`src/rtl/mdio_ctrl.sv`:
```
// MDIO management sequencer: MDC divider, host-command / status-poll arbitration
// and the start/done handshake with the downstream MDIO frame engine.
module mdio_ctrl #(
  parameter int         MDC_DIV     = 25,
  parameter int         POLL_PERIOD = 50000,
  parameter logic [4:0] POLL_REG    = 5'd1,
  parameter int         LINK_BIT    = 2
) (
  input  logic        clk,
  input  logic        rst,
  output logic        mdc,
  input  logic        cmd_req,
  input  logic        cmd_rw,
  input  logic [4:0]  cmd_phy,
  input  logic [4:0]  cmd_reg,
  input  logic [15:0] cmd_wdata,
  output logic        cmd_ack,
  output logic [15:0] cmd_rdata,
  output logic        busy,
  input  logic        poll_en,
  output logic        link_up,
  output logic        poll_valid,
  output logic        m_start,
  output logic        m_rw,
  output logic [4:0]  m_phy,
  output logic [4:0]  m_reg,
  output logic [15:0] m_wdata,
  input  logic [15:0] m_rdata,
  input  logic        m_done
);
  localparam int DW = (MDC_DIV > 1) ? $clog2(MDC_DIV) : 1;
  localparam int PW = (POLL_PERIOD > 1) ? $clog2(POLL_PERIOD) : 1;
  localparam logic [DW-1:0] DIV_MAX  = DW'(MDC_DIV - 1);
  localparam logic [PW-1:0] POLL_MAX = PW'(POLL_PERIOD - 1);

  typedef enum logic [1:0] {IDLE, RUN, RELEASE} state_e;

  state_e        state_q, state_d;
  logic [DW-1:0] div_q, div_d;
  logic          mdc_q, mdc_d;
  logic          owner_q, owner_d;   // 1 = poll frame, 0 = host frame
  logic          start_q, start_d;
  logic          rw_q, rw_d;
  logic [4:0]    phy_q, phy_d;
  logic [4:0]    reg_q, reg_d;
  logic [15:0]   wdata_q, wdata_d;
  logic          ack_q, ack_d;
  logic [15:0]   rdata_q, rdata_d;
  logic          link_q, link_d;
  logic          pv_q, pv_d;
  logic [PW-1:0] ptmr_q, ptmr_d;
  logic          pend_q, pend_d;
  logic          wrap, fall, poll_go;

  assign wrap = (div_q == DIV_MAX);
  // Frame-engine inputs only move on MDC falling edges, half a period before it samples.
  assign fall = wrap & mdc_q;

  always_comb begin
    div_d   = wrap ? '0 : div_q + 1'b1;
    mdc_d   = wrap ? ~mdc_q : mdc_q;
    state_d = state_q;
    owner_d = owner_q;
    start_d = start_q;
    rw_d    = rw_q;
    phy_d   = phy_q;
    reg_d   = reg_q;
    wdata_d = wdata_q;
    ack_d   = 1'b0;
    rdata_d = rdata_q;
    link_d  = link_q;
    pv_d    = 1'b0;
    ptmr_d  = ptmr_q;
    pend_d  = pend_q;
    poll_go = 1'b0;
    if (fall) begin
      unique case (state_q)
        IDLE: begin
          if (cmd_req) begin
            rw_d    = cmd_rw;
            phy_d   = cmd_phy;
            reg_d   = cmd_reg;
            wdata_d = cmd_wdata;
            start_d = 1'b1;
            owner_d = 1'b0;
            state_d = RUN;
          end else if (pend_q && poll_en) begin
            rw_d    = 1'b0;
            phy_d   = cmd_phy;
            reg_d   = POLL_REG;
            start_d = 1'b1;
            owner_d = 1'b1;
            poll_go = 1'b1;
            state_d = RUN;
          end
        end
        RUN: begin
          if (m_done) begin
            if (owner_q)    link_d  = m_rdata[LINK_BIT];
            else if (!rw_q) rdata_d = m_rdata;
            start_d = 1'b0;
            state_d = RELEASE;
          end
        end
        RELEASE: begin
          // One MDC rise has seen start low, so the engine is re-armed.
          ack_d   = ~owner_q;
          pv_d    = owner_q;
          state_d = IDLE;
        end
        default: state_d = IDLE;
      endcase
      ptmr_d = (ptmr_q == POLL_MAX) ? '0 : ptmr_q + 1'b1;
    end
    if (poll_go) pend_d = 1'b0;
    if (fall && ptmr_q == POLL_MAX) pend_d = 1'b1;
    if (!poll_en) begin
      ptmr_d = '0;
      pend_d = 1'b0;
    end
  end

  always_ff @(posedge clk) begin
    if (rst) begin
      state_q <= IDLE;
      div_q   <= '0;
      mdc_q   <= 1'b0;
      owner_q <= 1'b0;
      start_q <= 1'b0;
      rw_q    <= 1'b0;
      phy_q   <= '0;
      reg_q   <= '0;
      wdata_q <= '0;
      ack_q   <= 1'b0;
      rdata_q <= '0;
      link_q  <= 1'b0;
      pv_q    <= 1'b0;
      ptmr_q  <= '0;
      pend_q  <= 1'b0;
    end else begin
      state_q <= state_d;
      div_q   <= div_d;
      mdc_q   <= mdc_d;
      owner_q <= owner_d;
      start_q <= start_d;
      rw_q    <= rw_d;
      phy_q   <= phy_d;
      reg_q   <= reg_d;
      wdata_q <= wdata_d;
      ack_q   <= ack_d;
      rdata_q <= rdata_d;
      link_q  <= link_d;
      pv_q    <= pv_d;
      ptmr_q  <= ptmr_d;
      pend_q  <= pend_d;
    end
  end

  assign mdc        = mdc_q;
  assign cmd_ack    = ack_q;
  assign cmd_rdata  = rdata_q;
  assign busy       = (state_q != IDLE);
  assign link_up    = link_q;
  assign poll_valid = pv_q;
  assign m_start    = start_q;
  assign m_rw       = rw_q;
  assign m_phy      = phy_q;
  assign m_reg      = reg_q;
  assign m_wdata    = wdata_q;
endmodule

```
`config.mk`:
```
export PLATFORM = sky130hd
export DESIGN_NAME = mdio_ctrl
export DESIGN_NICKNAME = d
export VERILOG_FILES = /design/src/rtl/mdio_ctrl.sv
export SDC_FILE = /design/constraint.sdc
export NUM_CORES = 1
export LEC_CHECK = 0
export CAP_MARGIN = 20
export CORE_ASPECT_RATIO = 1.4
export CORE_MARGIN = 3
export CORE_UTILIZATION = 40
export DETAILED_ROUTE_END_ITERATION = 10
export PLACE_DENSITY_LB_ADDON = 0.08
export SLEW_MARGIN = 10
export SYNTH_ARGS = -nofsm -noshare
export SYNTH_HDL_FRONTEND = slang
export SYNTH_SLANG_ARGS = --single-unit
```
`constraint.sdc`:
```
create_clock -name clk -period 2 [get_ports clk]
set_clock_uncertainty 0.05 [all_clocks]
set_input_delay 0.3 -clock clk [delete_from_list [all_inputs] [get_ports clk]]
set_output_delay 0.3 -clock clk [all_outputs]
set_load 0.05 [all_outputs]
```
-- Yosys cells after proc, flatten, opt, wreduce, memory -nomap -nowiden
Index checks and enable logic that the tools add are counted.
- output and inout bits: 49
- input bits: 48
- bits in registers: 73
- logic and storage cells: 68
- multiplexer cells: 22
- equality and inequality tests: 6
- bitwise operators: 7
- reduce and logical (&&, ||, !) cells: 16
- add/subtract/negate cells: 2
- operator list (cell ; number):
    two-way mux 5 bit ; 4
    adder 16 x 1 -> 16 bit (second input constant) ; 1
    equality test 16 bit (second input constant) ; 1
    two-way mux 16 bit ; 1
    two-way mux 1 bit ; 12
    AND reduction 3 bit ; 3
    AND reduction 4 bit ; 2
    nonzero test 2 bit ; 4
    two-way mux 2 bit ; 3
    inverter 1 bit ; 6
    adder 5 x 1 -> 5 bit (second input constant) ; 1
    equality test 5 bit (second input constant) ; 1
    AND reduction 5 bit ; 1
    one-hot mux 2 bit (2 select lines) ; 1
    OR reduction 2 bit ; 2
    inequality test 3 bit (second input constant) ; 1
    OR reduction 3 bit ; 1
    equality test 2 x 1 -> 1 bit (second input constant) ; 1
    equality test 2 bit (second input constant) ; 1
    logical AND 1 bit ; 2
    logical NOT 2 bit ; 1
    inequality test 2 bit (second input constant) ; 1
    one-hot mux 1 bit (2 select lines) ; 1
    bitwise AND 1 bit ; 1

-- Longest topological paths before layout
Gate-level depths: netlist of run 1.
- depth in word-level cells: 7
- mapped depth: 8
- gate-level depth less buffers: 6

-- Worst setup path before layout of run 1
Ideal clock, no wire load.
- path kind: register to register
- from: register mdc_q (netlist: mdc)
- to: register reg_q[1] (netlist: m_reg[1])
- required time: 1822 ps
- path buffers: 1
- clock period less this slack: 1886 ps
- data arrival time: 1709 ps
- setup time: 128 ps
- cell stages (with the launch flop): 6
- setup slack: 114 ps
- path through: dfxtp_1 > inv_1 > or4_4 > buf_6 > a22oi_2 > nor2_1
- word-level cells in the longest chain between the ends: 2
- RTL lines (what ; line ; text):
    from (decl) ; 40 ; logic mdc_q, mdc_d;
    from (signal assigned) ; 143 ; mdc_q <= mdc_d;
    bitwise AND 1 bit ; 57 ; assign fall = wrap & mdc_q;
    AND reduction 3 bit (no line) ; n/a ;
    to (signal assigned) ; 148 ; reg_q <= reg_d;
    to (decl) ; 45 ; logic [4:0] reg_q, reg_d;
Every way passes these cells.
A chain may end at the register's enable or synchronous reset.

-- Worst setup path after layout of run 1
- from: register rw_q (netlist: m_rw)
- to: output m_rw
- RTL lines (what ; line ; text):
    from (decl) ; 43 ; logic rw_q, rw_d;
    from (signal assigned) ; 146 ; rw_q <= rw_d;
    to (decl) ; 24 ; output logic m_rw,
No word-level cell between the ends.

==> impl_results.md, run 1 <==
* Crit path kind: reg2out
* Pint at 0.00219 W
* Synth Register Bits at 73
* Ys Warns at 0
* Final core utilization at 60.7%
* HPWL after DPL at 5.32 mm
* Post-synthesis cell type count at 45
* Die area at 8410 µm²
* # IOs at 97
* Routability cong. at 0.822
* Initial Util at 41.7%
* DRT iter0 DRCs at 126
* Cell family contributing the most delay on the critical path: buffers and inverters
* Clock-pin transition on the worst setup and hold timing paths at 70 ps
* Hold Path Class: in2reg
* Seq/Total Area, Yosys at 49.8%
* CP Launch Type: flop
* Share of Yosys cell area claimed by the top area cell type at 49.8%
* Final wirelength at 7.17 mm
* Cell area after synthesis at 2930 µm²
* Residual DRC count at 0
* Setup TNS Final at 0 ps
* Slew HR at 64.2%
* Syn nets at 364
* Core ar. at 7030 µm²
* Worst setup EP type: primary output
* Final Net Count at 470
* Post-cts sizing count at 0
* Total grt overflow at 0
* Final hold violation count at 0
* Post-place setup slack at 109 ps
* CP Buf/Inv Count at 1
* Worst skew pair latency at 330 ps
* Setup violators final at 0
* Area leader, netlist: dfxtp_1
* CTS Hold Bufs at 0
* CTS Buffer Depth at 2
* Vias in the first global route at 2467
* Antenna diodes at 0
* Crit path max fanout at 3
* CTS Buf Count at 9
* Slowest CP cell: clkdlybuf4s50_1
* Worst slew pin tran at 536 ps
* Clock Sinks at 73
* Largest net degree at the start of global routing at 35
* Root buffer cell: clkbuf_8
* Post-DRT Antenna Nets at 0
* Post-CTS Setup Inserts at 0
* Post-Synthesis Cells at 313
* PD cells at 649 nW/µm²
* Tcrit/Tclk final at 93.9%
* Final Worst Setup Slack at 123 ps
* Clock share of power at 42.0%
* Number of port buffers at 96
* Via count at 2576
* CTS H-tree depth at 3
* Global-route usage over all layers at 18.0%
* Syn avg cell area at 9.37 µm²
* Worst Path Required at 1650 ps
* Global-route wire length before repair at 12.0 mm
* CP cell instances: clkdlybuf4s50_1
* Area growth syn-to-layout at 45.4%
* Final Max Slew Viols at 0
* Sw frac at 20.8%
* # Max-Cap Violations at 0
* FP Rows at 36
* Comb power frac at 5.2%
* Highest Clock Rate at 533 MHz
* RSZ-0062 raised after global routing: no
* Worst vdd ir at 0.404 mV
* Pleak at 1.67 nW
* CTS tree: built
* Fill cells at 648
* Vias per cell at 4.97
* CP peak stage delay at 840 ps
* Seq pwr share at 52.8%
* Antenna violations before repair at 0
* Die extent in x at 78.4 µm
* Share of cells above drive strength 1 at 10.9%
* Net switching power at 0.000574 W
* Crit path DAT at 1530 ps
* Outcome: completed
* Area contributors post-synth: dfxtp_1, mux2i_1, nor2_1
* WL/cell at 13.8 µm
* Final worst path period need at 1880 ps
* First-pass iteration count of the detailed router at 4
* Die Ht at 107 µm
==> synthesized netlist by cell type, drive strengths merged <==
cell / number
a21oi: 27
a22oi: 6
a31oi: 1
and2: 1
and3: 4
and4: 5
and4b: 3
buf: 9
clkbuf: 6
dfxtp: 73
ha: 3
inv: 6
mux2i: 24
nand2: 41
nand2b: 2
nand3: 10
nand4: 5
nand4b: 1
nor2: 46
nor2b: 2
nor3: 3
nor3b: 1
nor4: 2
nor4b: 1
nor4bb: 1
o21ai: 4
o311ai: 1
o31ai: 4
o41ai: 1
or2b: 1
or3: 3
or4: 5
xnor2: 4
xor2: 7
==> power by group through the flow <==
| stage | Combinational, W | Clock, W | Sequential (W) |
|---|---|---|---|
| finish | 0.000144 | 0.00116 | 0.00146 |
| global route | 0.000157 | 0.00127 | 0.00146 |
| CTS | 0.000146 | 0.00121 | 0.00146 |
| detailed placement | 0.000144 | 0 | 0.00150 |
| global placement | 0.000144 | 0 | 0.00150 |
| floorplan | 0.0000353 | 0 | 0.00150 |
==> stage by stage <==
| step | power [W] | hold WS, ps | std cells | cell area, µm² |
|---|---|---|---|---|
| 2_1_floorplan | 0.00153 | 380 | 313 | 2930 |
| 4_1_cts | 0.00282 | 175 | 518 | 4270 |
| 3_3_place_gp | 0.00164 | 388 | 503 | 4060 |
| 6_report | 0.00277 | 195 | 518 | 4270 |
| 3_5_place_dp | 0.00164 | 396 | 503 | 4060 |
| 5_1_grt | 0.00289 | 187 | 518 | 4270 |
==> routing by layer <==
layer	vias up	routed length (µm)	GRT usage [%]
li1	1294	-	-
met1	1202	3020	21.0
met2	68	3590	30.6
met3	12	390	5.61
met4	0	174	7.38
met5	-	0	0
==> logic make-up (layout without fill, tap and decap cells) <==
| family | Yosys count | after routing | share of synthesized area [%] |
|---|---|---|---|
| muxes | 24 | 24 | 8.19 |
| AOI/OAI and AO/OA | 44 | 44 | 9.81 |
| and+or+nand+nor | 137 | 137 | 24.0 |
| DFF | 73 | 73 | 49.8 |
| buffers and inverters | 21 | 131 | 3.58 |
| xor gates and xnor gates | 11 | 11 | 3.28 |
| adders and majority gates | 3 | 3 | 1.28 |
==> worst paths after layout <==
path	from	endpoint	slack, ps	cells after the start
worst max-delay path	m_rw	m_rw	120	1
worst min-delay path	rst	cmd_rdata[0]	200	2
worst max register to register	div_q[0]	m_reg[0]	170	6
worst min register to register	m_wdata[12]	m_wdata[12]	400	2
==> layout make-up <==
cell class / instances / area (µm²) / share of cell area (%)
Sequential cell: 73 / 1460 / 34.3
Multi-Input combinational cell: 219 / 1370 / 32.0
Timing Repair Buffer: 110 / 1090 / 25.6
Clock buffer: 11 / 151 / 3.55
Tap cell: 95 / 119 / 2.79
Clock inverter: 4 / 51.3 / 1.20
Inverter: 6 / 22.5 / 0.528
==> cell usage in the layout (no fill, tap or decap), types with 2 or more instances in the layout <==
master	instances
o21ai_0	4
and4_1	5
or3_1	3
clkbuf_8	11
a22oi_2	5
nand3_1	8
nor4_1	2
dfxtp_1	73
buf_12	3
ha_1	3
xor2_1	7
buf_4	13
a21oi_1	26
nor3_1	3
nand4_1	5
xnor2_1	4
o31ai_1	3
nor2b_1	2
nand2b_1	2
nor2_1	45
inv_1	5
or4_1	3
nand2_1	40
or4_4	2
clkdlybuf4s50_1	93
mux2i_1	24
and4b_1	3
and3_1	4
(Power assumes the default switching activity.)
==> run 2: changes to the inputs <==
--- a/config.mk
+++ b/config.mk
@@ -6,7 +6,7 @@
 export NUM_CORES = 1
 export LEC_CHECK = 0
 export CAP_MARGIN = 20
-export CORE_ASPECT_RATIO = 1.4
+export CORE_ASPECT_RATIO = 0.6
 export CORE_MARGIN = 3
 export CORE_UTILIZATION = 40
 export DETAILED_ROUTE_END_ITERATION = 10
@@ -15,3 +15,4 @@
 export SYNTH_ARGS = -nofsm -noshare
 export SYNTH_HDL_FRONTEND = slang
 export SYNTH_SLANG_ARGS = --single-unit
+export TNS_END_PERCENT = 10
==> run 2 against run 1 <==
Against the previous run: worst hold slack improved by 100 ps; via count decreased by 0.43%; largest power group is now the clock network; register-to-register slack about the same; setup slack got worse by 1.8 ps; total power increased by 15%; utilization increased by 2.6 points; global-route usage decreased by 0.11 points; sequential power about the same; highest routed layer unchanged; critical endpoint unchanged; fmax about the same; cell count decreased by 0.58%; die area increased by 0.22%.
==> impl_results.md, run 2 (synthesis gave the netlist of run 1 again) <==
* Fill cells at 582
* CP Buf/Inv Count at 1
* Area growth syn-to-layout at 48.3%
* Hold Path Class: in2reg
* Area occupied by multi-input gates at 1370 µm²
* CTS Buf Count at 9
* Comb power frac at 4.6%
* Worst setup EP type: primary output
* Clock-pin transition on the worst setup and hold timing paths at 50 ps
* CTS tree: built
* Worst vdd ir at 0.416 mV
* Final worst path period need at 1880 ps
* Setup TNS Final at 0 ps
* Routability cong. at 0.807
* Highest Clock Rate at 532 MHz
* CTS Buffer Depth at 2
* DRT iter0 DRCs at 143
* Cell family contributing the most delay on the critical path: buffers and inverters
* Antenna violations before repair at 0
* Total grt overflow at 0
* # IOs at 97
* Clock share of power at 49.4%
* Residual DRC count at 0
* Placed instance area at 4060 µm²
* Post-place setup slack at 24.2 ps
* Final Net Count at 474
* Global-route usage over all layers at 17.9%
* Vias per cell at 4.98
* Core ar. at 6880 µm²
* Global-route wire length before repair at 11.7 mm
* Via count at 2565
* Outcome: completed
* Sw frac at 19.6%
* Number of port buffers at 96
* Final Non-Filler Cells at 515
* CP cell instances: clkdlybuf4s50_1
* Register area at 1460 µm²
* Final wirelength at 7.31 mm
* Clock Sinks at 73
* Worst slew pin tran at 532 ps
* Seq pwr share at 46.0%
* CP Launch Type: flop
* Die area at 8430 µm²
* Post-DRT Antenna Nets at 0
* Final Worst Setup Slack at 121 ps
* FP Rows at 23
* Most common cell after layout, fill and taps aside: clkdlybuf4s50_1
* Crit path max fanout at 3
* Final Max Slew Viols at 0
* WL/cell at 14.2 µm
* HPWL after DPL at 5.31 mm
* Largest net degree at the start of global routing at 35
* PD cells at 731 nW/µm²
* Root buffer cell: clkbuf_16
* Antenna diodes at 0
* Die Ht at 72.3 µm
* # Max-Cap Violations at 0
* Final core utilization at 63.3%
* Worst skew pair latency at 330 ps
* Post-CTS Setup Inserts at 0
* Initial Util at 42.6%
* Placed insts at 499
* Slowest CP cell: clkdlybuf4s50_1
* First-pass iteration count of the detailed router at 4
* Net switching power at 0.000622 W
* CP peak stage delay at 840 ps
* Pint at 0.00256 W
* Most frequent cells in the layout: clkdlybuf4s50_1, dfxtp_1, nor2_1, nand2_1, a21oi_1
* Crit path kind: reg2out
* Crit path DAT at 1530 ps
* Tcrit/Tclk final at 94.0%
* CTS H-tree depth at 3
* RSZ-0062 raised after global routing: no
* Pleak at 1.72 nW
* Slew HR at 64.4%
* Final Cell Area at 4350 µm²
* Share of cells above drive strength 1 at 11.2%
* Die extent in x at 117 µm
* Setup violators final at 0
* Vias in the first global route at 2428
* Worst Path Required at 1650 ps
* Final hold violation count at 0
run 2: per-stage QoR:
stage	total power [W]	hold slack, ps
2_1_floorplan	0.00153	380
3_3_place_gp	0.00164	387
3_5_place_dp	0.00164	393
4_1_cts	0.00323	289
5_1_grt	0.00331	319
6_report	0.00318	295
run 2: cell type report:
class	instances	share of cell area, %
well taps	87	2.50
repair buffers	114	25.3
multi-input cells	219	31.4
flip-flops and latches	73	33.6
clock inverters	2	0.863
inverters	6	0.518
clock buffers	14	5.84
run 2: power groups by stage:
stage / Combinational (W) / Clock [W] / Sequential (W)
floorplan: 0.0000353 / 0 / 0.00150
global placement: 0.000146 / 0 / 0.00150
detailed placement: 0.000146 / 0 / 0.00150
CTS: 0.000147 / 0.00161 / 0.00146
global route: 0.000159 / 0.00168 / 0.00146
finish: 0.000146 / 0.00157 / 0.00146
run 2: worst paths after layout:
kind                    from          to  slack [ps]  cells after the start
setup / recovery        m_rw        m_rw         120                      1
hold / removal           rst   ptmr_q[2]         290                      3
setup reg to reg    div_q[1]  ptmr_q[13]         170                      7
hold reg to reg   m_wdata[8]  m_wdata[8]         400                      2
run 2: what timing repair did:
item,CTS,global route
endpoints found under the setup margin,0,38
resized for setup,0,1
hold buffers,0,0
run 2: routing by layer:
metal | up-vias | track usage, % | routed length, µm
met2 | 86 | 24.7 | 2980
met4 | 0 | 5.22 | 70
li1 | 1306 | - | -
met3 | 8 | 8.92 | 715
met5 | - | 0 | 0
met1 | 1165 | 24.7 | 3540
==> run 3: changes to the inputs <==
--- a/config.mk
+++ b/config.mk
@@ -5,12 +5,13 @@
 export SDC_FILE = /design/constraint.sdc
 export NUM_CORES = 1
 export LEC_CHECK = 0
-export CAP_MARGIN = 20
+export ABC_CLOCK_PERIOD_IN_PS = 2000
 export CORE_ASPECT_RATIO = 0.6
 export CORE_MARGIN = 3
 export CORE_UTILIZATION = 40
 export DETAILED_ROUTE_END_ITERATION = 10
 export PLACE_DENSITY_LB_ADDON = 0.08
+export SKIP_CTS_REPAIR_TIMING = 1
 export SLEW_MARGIN = 10
 export SYNTH_ARGS = -nofsm -noshare
 export SYNTH_HDL_FRONTEND = slang
==> results of run 3 <==
No change in the layout: final DEF, timing and power equal those of run 2.
